**src/rtl/usb_app_pkg.sv**
```systemverilog
`default_nettype none
// +----------------------------------------------------------------------+
// | Module      : usb_app_pkg                                            |
// | Description : Shared types and constants for usb_cdc app-side blocks |
// | Revision    : 1.0 - initial release                                  |
// +----------------------------------------------------------------------+
package usb_app_pkg;

  localparam int         C_BYTE_W   = 8;
  localparam logic [7:0] C_TAG_BASE = 8'hF0;

  // Arbiter FSM state encoding
  typedef enum logic [1:0] {
    ST_IDLE = 2'd0,
    ST_TAG  = 2'd1,
    ST_DATA = 2'd2
  } state_t;

  // Width of an index into n requesters; never zero so N=1 still has a signal
  function automatic int idx_width(input int n);
    return (n > 1) ? $clog2(n) : 1;
  endfunction

endpackage
`default_nettype wire

```
**src/rtl/usb_tx_arbiter_rr_pick.sv**
```systemverilog
`default_nettype none
// +----------------------------------------------------------------------+
// | Module      : rr_pick                                                |
// | Description : Combinational round-robin picker. Searches from        |
// |               ptr_i+1 upward, wrapping, and returns the first        |
// |               active request as one-hot, index and found flag.       |
// | Revision    : 1.0 - initial release                                  |
// +----------------------------------------------------------------------+
module rr_pick #(
  parameter int N_REQ = 2,
  parameter int IDX_W = 1
) (
  input  logic [N_REQ-1:0] req_i,
  input  logic [IDX_W-1:0] ptr_i,
  output logic [N_REQ-1:0] onehot_o,
  output logic [IDX_W-1:0] idx_o,
  output logic             found_o
);

  logic [IDX_W-1:0] w_cand;

  // Walk candidates ptr+1 .. ptr+N_REQ (the pointer itself comes last)
  always_comb begin
    onehot_o = '0;
    idx_o    = '0;
    found_o  = 1'b0;
    w_cand   = '0;
    for (int i = 1; i <= N_REQ; i++) begin
      w_cand = IDX_W'((int'(ptr_i) + i) % N_REQ);
      if (!found_o && req_i[w_cand]) begin
        found_o          = 1'b1;
        idx_o            = w_cand;
        onehot_o[w_cand] = 1'b1;
      end
    end
  end

endmodule
`default_nettype wire

```
**src/rtl/usb_tx_arbiter.sv**
```systemverilog
`default_nettype none
// +----------------------------------------------------------------------+
// | Module      : usb_tx_arbiter                                         |
// | Description : Burst-granular round-robin arbiter sharing the usb_cdc |
// |               IN byte stream between N_REQ sources, with optional    |
// |               per-burst source tag byte.                             |
// | Revision    : 1.0 - initial release                                  |
// +----------------------------------------------------------------------+
module usb_tx_arbiter
  import usb_app_pkg::*;
#(
  parameter int         N_REQ        = 2,
  parameter int         MAX_BURST    = 64,
  parameter int         IDLE_TIMEOUT = 16,
  parameter bit         TAG_EN       = 1'b1,
  parameter logic [7:0] TAG_BASE     = C_TAG_BASE
) (
  input  logic                      clk_i,
  input  logic                      rstn_i,
  input  logic [C_BYTE_W*N_REQ-1:0] req_data_i,
  input  logic [N_REQ-1:0]          req_valid_i,
  input  logic [N_REQ-1:0]          req_last_i,
  output logic [N_REQ-1:0]          req_ready_o,
  output logic [C_BYTE_W-1:0]       in_data_o,
  output logic                      in_valid_o,
  input  logic                      in_ready_i,
  output logic [N_REQ-1:0]          grant_o,
  output logic                      busy_o
);

  localparam int                IDX_W      = idx_width(N_REQ);
  localparam int                IDLE_W     = (IDLE_TIMEOUT > 0) ? $clog2(IDLE_TIMEOUT + 1) : 1;
  localparam logic [IDLE_W-1:0] C_IDLE_SAT = (IDLE_TIMEOUT > 0) ? IDLE_W'(IDLE_TIMEOUT)
                                                                : {IDLE_W{1'b1}};
  localparam logic [IDLE_W:0]   C_TIMEOUT  = (IDLE_W + 1)'(IDLE_TIMEOUT);
  localparam logic [8:0]        C_MAX      = 9'(MAX_BURST);

  state_t              r_state;
  state_t              w_state_nxt;
  logic [IDX_W-1:0]    r_ptr;
  logic [IDX_W-1:0]    r_gnt_idx;
  logic [N_REQ-1:0]    r_grant;
  logic [7:0]          r_byte_cnt;
  logic [IDLE_W-1:0]   r_idle_cnt;

  logic [N_REQ-1:0]    w_pick_onehot;
  logic [IDX_W-1:0]    w_pick_idx;
  logic                w_pick_found;
  logic [C_BYTE_W-1:0] w_gnt_data;
  logic                w_gnt_valid;
  logic                w_gnt_last;
  logic                w_xfer;
  logic                w_hit_max;
  logic                w_timeout;
  logic                w_release;

  rr_pick #(
    .N_REQ (N_REQ),
    .IDX_W (IDX_W)
  ) u_pick (
    .req_i    (req_valid_i),
    .ptr_i    (r_ptr),
    .onehot_o (w_pick_onehot),
    .idx_o    (w_pick_idx),
    .found_o  (w_pick_found)
  );

  // AND-OR mux of the granted requester's byte
  always_comb begin
    w_gnt_data = '0;
    for (int k = 0; k < N_REQ; k++) begin
      if (r_grant[k]) w_gnt_data = w_gnt_data | req_data_i[C_BYTE_W*k +: C_BYTE_W];
    end
  end

  assign w_gnt_valid = |(req_valid_i & r_grant);
  assign w_gnt_last  = |(req_last_i & r_grant);
  assign w_xfer      = (r_state == ST_DATA) && w_gnt_valid && in_ready_i;
  assign w_hit_max   = (({1'b0, r_byte_cnt} + 9'd1) == C_MAX);
  // Fires on the cycle whose idle count would reach the limit, so the
  // grant is gone on the following cycle
  assign w_timeout   = (IDLE_TIMEOUT != 0) && (r_state == ST_DATA) && !w_gnt_valid &&
                       (({1'b0, r_idle_cnt} + (IDLE_W + 1)'(1)) == C_TIMEOUT);
  assign w_release   = (w_xfer && (w_gnt_last || w_hit_max)) || w_timeout;

  assign grant_o = (r_state != ST_IDLE) ? r_grant : '0;
  assign busy_o  = (r_state != ST_IDLE);

  // Next-state and stream outputs; nothing is driven while arbitrating
  always_comb begin
    w_state_nxt = r_state;
    in_valid_o  = 1'b0;
    in_data_o   = '0;
    req_ready_o = '0;
    case (r_state)
      ST_IDLE: begin
        if (w_pick_found) w_state_nxt = TAG_EN ? ST_TAG : ST_DATA;
      end
      ST_TAG: begin
        in_valid_o = 1'b1;
        in_data_o  = TAG_BASE + 8'(r_gnt_idx);
        if (in_ready_i) w_state_nxt = ST_DATA;
      end
      ST_DATA: begin
        in_valid_o  = w_gnt_valid;
        in_data_o   = w_gnt_data;
        req_ready_o = r_grant & {N_REQ{in_ready_i}};
        if (w_release) w_state_nxt = ST_IDLE;
      end
      default: w_state_nxt = ST_IDLE;
    endcase
  end

  // State, grant/pointer capture and burst counters
  always_ff @(posedge clk_i or negedge rstn_i) begin
    if (!rstn_i) begin
      r_state    <= ST_IDLE;
      r_ptr      <= IDX_W'(N_REQ - 1);
      r_gnt_idx  <= '0;
      r_grant    <= '0;
      r_byte_cnt <= '0;
      r_idle_cnt <= '0;
    end else begin
      r_state <= w_state_nxt;
      case (r_state)
        ST_IDLE: begin
          if (w_pick_found) begin
            r_gnt_idx  <= w_pick_idx;
            r_grant    <= w_pick_onehot;
            r_ptr      <= w_pick_idx;
            r_byte_cnt <= '0;
            r_idle_cnt <= '0;
          end
        end
        ST_DATA: begin
          if (w_xfer) r_byte_cnt <= r_byte_cnt + 8'd1;
          if (w_gnt_valid)                  r_idle_cnt <= '0;
          else if (r_idle_cnt != C_IDLE_SAT) r_idle_cnt <= r_idle_cnt + IDLE_W'(1);
        end
        default: ;
      endcase
    end
  end

endmodule
`default_nettype wire

```
**config.mk**
```make
export PLATFORM = sky130hd
export DESIGN_NAME = usb_tx_arbiter
export DESIGN_NICKNAME = d
export VERILOG_FILES = /design/src/rtl/usb_app_pkg.sv /design/src/rtl/usb_tx_arbiter_rr_pick.sv /design/src/rtl/usb_tx_arbiter.sv
export SDC_FILE = /design/constraint.sdc
export NUM_CORES = 1
export LEC_CHECK = 0
export BUFFER_PORTS_ARGS = -buffer_cell sky130_fd_sc_hd__buf_2
export CORE_ASPECT_RATIO = 0.9
export CORE_MARGIN = 8
export CORE_UTILIZATION = 30
export CTS_CLUSTER_SIZE = 14
export DETAILED_ROUTE_END_ITERATION = 16
export SETUP_SLACK_MARGIN = 0.4
export SLEW_MARGIN = 20
export SYNTH_ARGS = -nofsm -noshare
export SYNTH_HDL_FRONTEND = slang
export SYNTH_HIERARCHICAL = 1
export SYNTH_SLANG_ARGS = --single-unit
```
**constraint.sdc**
```tcl
create_clock -name clk_i -period 6.1 [get_ports clk_i]
set_input_delay 1.83 -clock clk_i [delete_from_list [all_inputs] [get_ports clk_i]]
set_output_delay 1.83 -clock clk_i [all_outputs]
set_load 0.05 [all_outputs]
```
# Yosys cells after proc, flatten, opt, wreduce, memory -nomap -nowiden
# Index checks and enable logic that the tools add are counted.
totals:
  reg_bits: 19
  inputBits: 23
  output_inout_bits: 14
  word_cells: 84
op_classes:
  addsub: 7
  order_cmp: 4
  eq_ne: 10
  n_mux: 31
  n_bitwise: 5
  reduce_logical: 21
op_table:
  columns: ["operator", "n"]
  rows:
  - ["$mux W8", 4]
  - ["$pmux W8 S2", 2]
  - ["$mux W5", 3]
  - ["$mux W2", 7]
  - ["$mux W1", 10]
  - ["$pmux W5 S2", 1]
  - ["$add A8 B1 Y9 const B", 1]
  - ["$eq A9 B7 Y1 const B", 1]
  - ["$reduce_and A3 Y1", 3]
  - ["$add A8 B1 Y8 const B", 1]
  - ["$logic_and A1 B1 Y1", 8]
  - ["$or A8 B8 Y8", 1]
  - ["$add A5 B1 Y6 const B", 1]
  - ["$add A5 B2 Y6 const A", 1]
  - ["$and A2 B2 Y2", 3]
  - ["$eq A6 B5 Y1 const B", 1]
  - ["$ne A2 B2 Y1 const B", 3]
  - ["$pmux W2 S3", 1]
  - ["$add A5 B1 Y5 const B", 1]
  - ["$ne A5 B5 Y1 const B", 1]
  - ["$lt A1 B2 Y1 const B", 2]
  - ["$reduce_bool A2 Y1", 2]
  - ["$reduce_or A2 Y1", 2]
  - ["$ne A3 B2 Y1 const B", 1]
  - ["12 further kinds", 17]

# Logic depth before layout (Yosys ltp)
depth:
  ltp_word: 9
  mapped_depth: 8
  depth_no_buf: 8

# Modules after synthesis
# The synthesis kept the hierarchy.
by_module_without_submodules:
  columns: ["mod", "instances", "cells_per_inst", "area_per_inst_um2", "seq_area_each_um2"]
  rows:
  - ["usb_tx_arbiter", 1, 152, 1326.3, 476.7]
  - ["rr_pick", 1, 5, 32.5, 0.0]

# Worst setup path before layout
# Ideal clock, no wire load.
synth_timing:
  kind: "input port to output port"
  startpoint: "in req_valid_i[0]"
  endpoint: "out in_valid_o"
  arrival_ns: 3.087
  required_ns: 4.270
  setup_slack_ns: 1.183
  cell_stages: 2
  n_path_buf: 0
  path_cell_list: "a22oi_1 > o21ai_0"
synth_via:
  elab_chain_cells: 3
synth_lines:
  columns: ["item", "line", "text"]
  rows:
  - ["start, declared", "usb_tx_arbiter.sv:21", "input logic [N_REQ-1:0] req_valid_i,"]
  - ["$and A2 B2 Y2", "usb_tx_arbiter.sv:76", "assign w_gnt_valid = |(req_valid_i & r_grant);"]
  - ["$reduce_or A2 Y1", "usb_tx_arbiter.sv:76", null]
  - ["$pmux W1 S2", "usb_tx_arbiter.sv:95", "case (r_state)"]
  - ["end, declared", "usb_tx_arbiter.sv:25", "output logic in_valid_o,"]
# No other way between the ends.

# Final worst setup path
# Ends and elaborated chain as after synthesis.

==> summary.md <==
| Metric | Value |
|---|---|
| Synth Instances | approximately 160 |
| Placed Cells | around 250 |
| Mapped Nets | between 150 and 200 |
| Setup CP Type | input pin to output port |
| Slew @ Worst Pin | slightly above 0.6 ns |
| # rows | 23 |
| Leakage dissipation | roughly 0.80 nW |
| CTS Hold Bufs | 0 |
| Critical path capture point type | output port |
| Worst setup SP type | input pin |
| Most frequent cells after synthesis | o21ai_0 (19), dfrtp_1 (18), nand2_1 (18), a22oi_1 (10), nor2_1 (9) |
| YS warnings | 6 |
| # clock sinks | 19 |
| Post-synth EDFFs | 0 |
| Pwr dens | 429 nW/um2 |
| Max Slew Vio Count | 0 |
| Core Footprint | 4400 um2 |
| Max incr delay on CP | 0.46 ns |
| Worst path slowest cell | a22oi_1 |
| Overall power | between 700 and 800 uW |
| Crit Path Max Fanout | 6 |
| Number of global-route vias before repair | 1156 |
| Die ar. | around 6900 um2 |
| Post-Route WL | between 3000 and 4000 um |
| CTS tree | yes |
| Gr usage total | 9.81% |
| Dominant synthesized flop cell | dfrtp_1 |
| Fill cells | between 400 and 500 |
| RSZ-0062 raised after global routing | false |
| PortBufs | 36 |
| Fmax | between 0.2 and 0.25 GHz |
| Critical Path RT | 4.27 ns |
| Die Ht | about 80 um |
| Cell with the most instances after synthesis | o21ai_0 |
| Antenna diode count | 0 |
| Count of max-cap constraint violations | 0 |
| Average cell area after synthesis | 8.65 um2 |
| # setup viols final | 0 |
| WL per Instance | around 13 um |
| Die X | a little under 90 um |
| Via count | around 1200 |
| Final Hold Vio Count | 0 |
| Post-Syn Area | around 1400 um2 |
| Largest net degree at the start of global routing | 20 |
| VDD IR max | ~0.27 mV |
| Min Hold Slack | approximately 0.5 ns |
| Worst hold path stage count | 1 |
| Yosys cell types | 40 |
| Fin crit period | around 4.6 ns |
| Num CTS Buffers | 3 |
| Synth top area share | approximately 33% |
| CP dominant cell by count | buf_2 |
| Area growth syn-to-layout | 20.5% |
| Non-filler cells, final | approximately 250 |
| GP Congestion | 0.743 |
| DRC violations left | 0 |
| Synth top area cells | dfrtp_1 (33%), o21ai_0 (7.0%), ha_1 (6.4%) |
| Initial Utilization | between 30 and 40% |
| Clock Latency Late Sink | 0.26 ns |
| Path type of the worst min-delay path | flip-flop to flip-flop |
| CP Cell Sequence | buf_2, a22oi_1, o21ai_0, buf_2 |
| Fraction of registers with async set/reset | 100% |
| Clock tree buffer depth | 2 |
| Setup Buffers After CTS | 0 |
| Post-layout net count | ~220 |
| ANT nets after route | 0 |
| Gr ovfl total | 0 |
| #FFs+latches synth | 19 |
| Cell Area, Placed | 1590 um2 |
| First-pass GRT wire length | about 5500 um |
| HPWL Detailed | roughly 2400 um |
| Final cycle utilization of the critical path | between 70 and 80% |
| DR vias/cell | around 4.9 |
| Slew margin rel. | between 50% and 60% |
| Status | finished clean |
| Layout cells sized above 1 | approximately 27% |
| Root buf cell | clkbuf_8 |
| Ports | 37 |
| CTS H-tree depth | 1 |
| Synth area leader | dfrtp_1 |
| PostCTS Resize Cnt | 0 |
| DR pass1 iterations | 4 |
| Worst-path clk slew | roughly 0.07 ns |
| Critical Path AT | 2.81 ns |
| Initial antenna violation count | 0 |
| Finished Cell Area | ~1600 um2 |
| DRT iter0 DRCs | between 40 and 50 |
| Skew final | roughly 0.006 ns |
| Reg2reg path depth | 7 |
| Post-synthesis sequential area ratio | 35.1% |
| Fin Setup TNS | 0 ns |
==> cell usage in the layout, fill, tap and decap left out, drive strengths merged, types with 6 or more instances in the layout <==
cell	instances
nor2	9
o21ai	20
buf	36
nand3	8
nand2	18
a22o	6
ha	7
dfrtp	18
a22oi	10
inv	7
mux2	6
==> area by class of cell <==
class,instances,area [um2],share of cell area (%)
flip-flops and latches,19,477,29.1
clock inverters,1,5.00,0.306
well taps,62,77.6,4.74
clock buffers,3,41.3,2.52
repair buffers,36,180,11.0
multi-input cells,125,831,50.7
inverters,7,26.3,1.60
==> path summary, 6_finish.rpt <==
| kind | start | to | slack (ns) |
|---|---|---|---|
| setup / recovery | req_valid_i[0] | in_valid_o | 1.46 |
| hold / removal | r_gnt_idx$_DFFE_PN0P_ | r_gnt_idx$_DFFE_PN0P_ | 0.50 |
| setup reg to reg | r_state[0]$_DFFE_PN0P_ | r_byte_cnt[3]$_DFFE_PN0P_ | 3.69 |
| hold reg to reg | r_gnt_idx$_DFFE_PN0P_ | r_gnt_idx$_DFFE_PN0P_ | 0.50 |
| max in group asynchronous | rstn_i | r_ptr$_DFFE_PN1P_ | 4.25 |
| min in group asynchronous | rstn_i | r_byte_cnt[2]$_DFFE_PN0P_ | 1.50 |
==> logic make-up (layout without fill, tap and decap cells) <==
family	after synthesis	count (layout)	share of synthesized area [%]
buffers and inverters	13	47	3.77
AND/OR/NAND/NOR	58	58	22.2
multiplexers	7	7	5.98
AO/OA/AOI/OAI	53	53	26.5
flip-flops	19	19	35.1
adder cells (fa/ha/maj)	7	7	6.45
==> state kept, by name, summed over array words and instances (netlist names) <==
signal / count
r_byte_cnt: 8
r_gnt_idx: 1
r_grant: 2
r_state: 2
r_idle_cnt: 5
r_ptr: 1
==> stage by stage <==
step           setup slack (ns)  utilization, %
2_1_floorplan              1.18               -
3_3_place_gp               1.55            36.1
3_5_place_dp               1.46            36.1
4_1_cts                    1.45            37.2
5_1_grt                    1.41            37.2
6_report                   1.46            37.2
==> critical path, delay by kind of cell <==
family,cells,cell delay (ns)
compound gates,2,0.62
buf+inv,2,0.35
==> layer usage <==
metal	vias up	share of wire (%)	GRT usage [%]
li1	641	-	-
met1	581	49	11.8
met2	13	48	16.7
met3	2	2.3	2.78
met4	0	0.59	2.41
met5	-	0	0
==> where the power goes <==
part / internal, mW / switching, mW / leakage (nW)
clock: 0.0455 / 0.0463 / 0.0255
sequential: 0.156 / 0.0398 / 0.253
combinational: 0.122 / 0.293 / 0.524
Note: power is estimated with default switching activity, not from simulation.
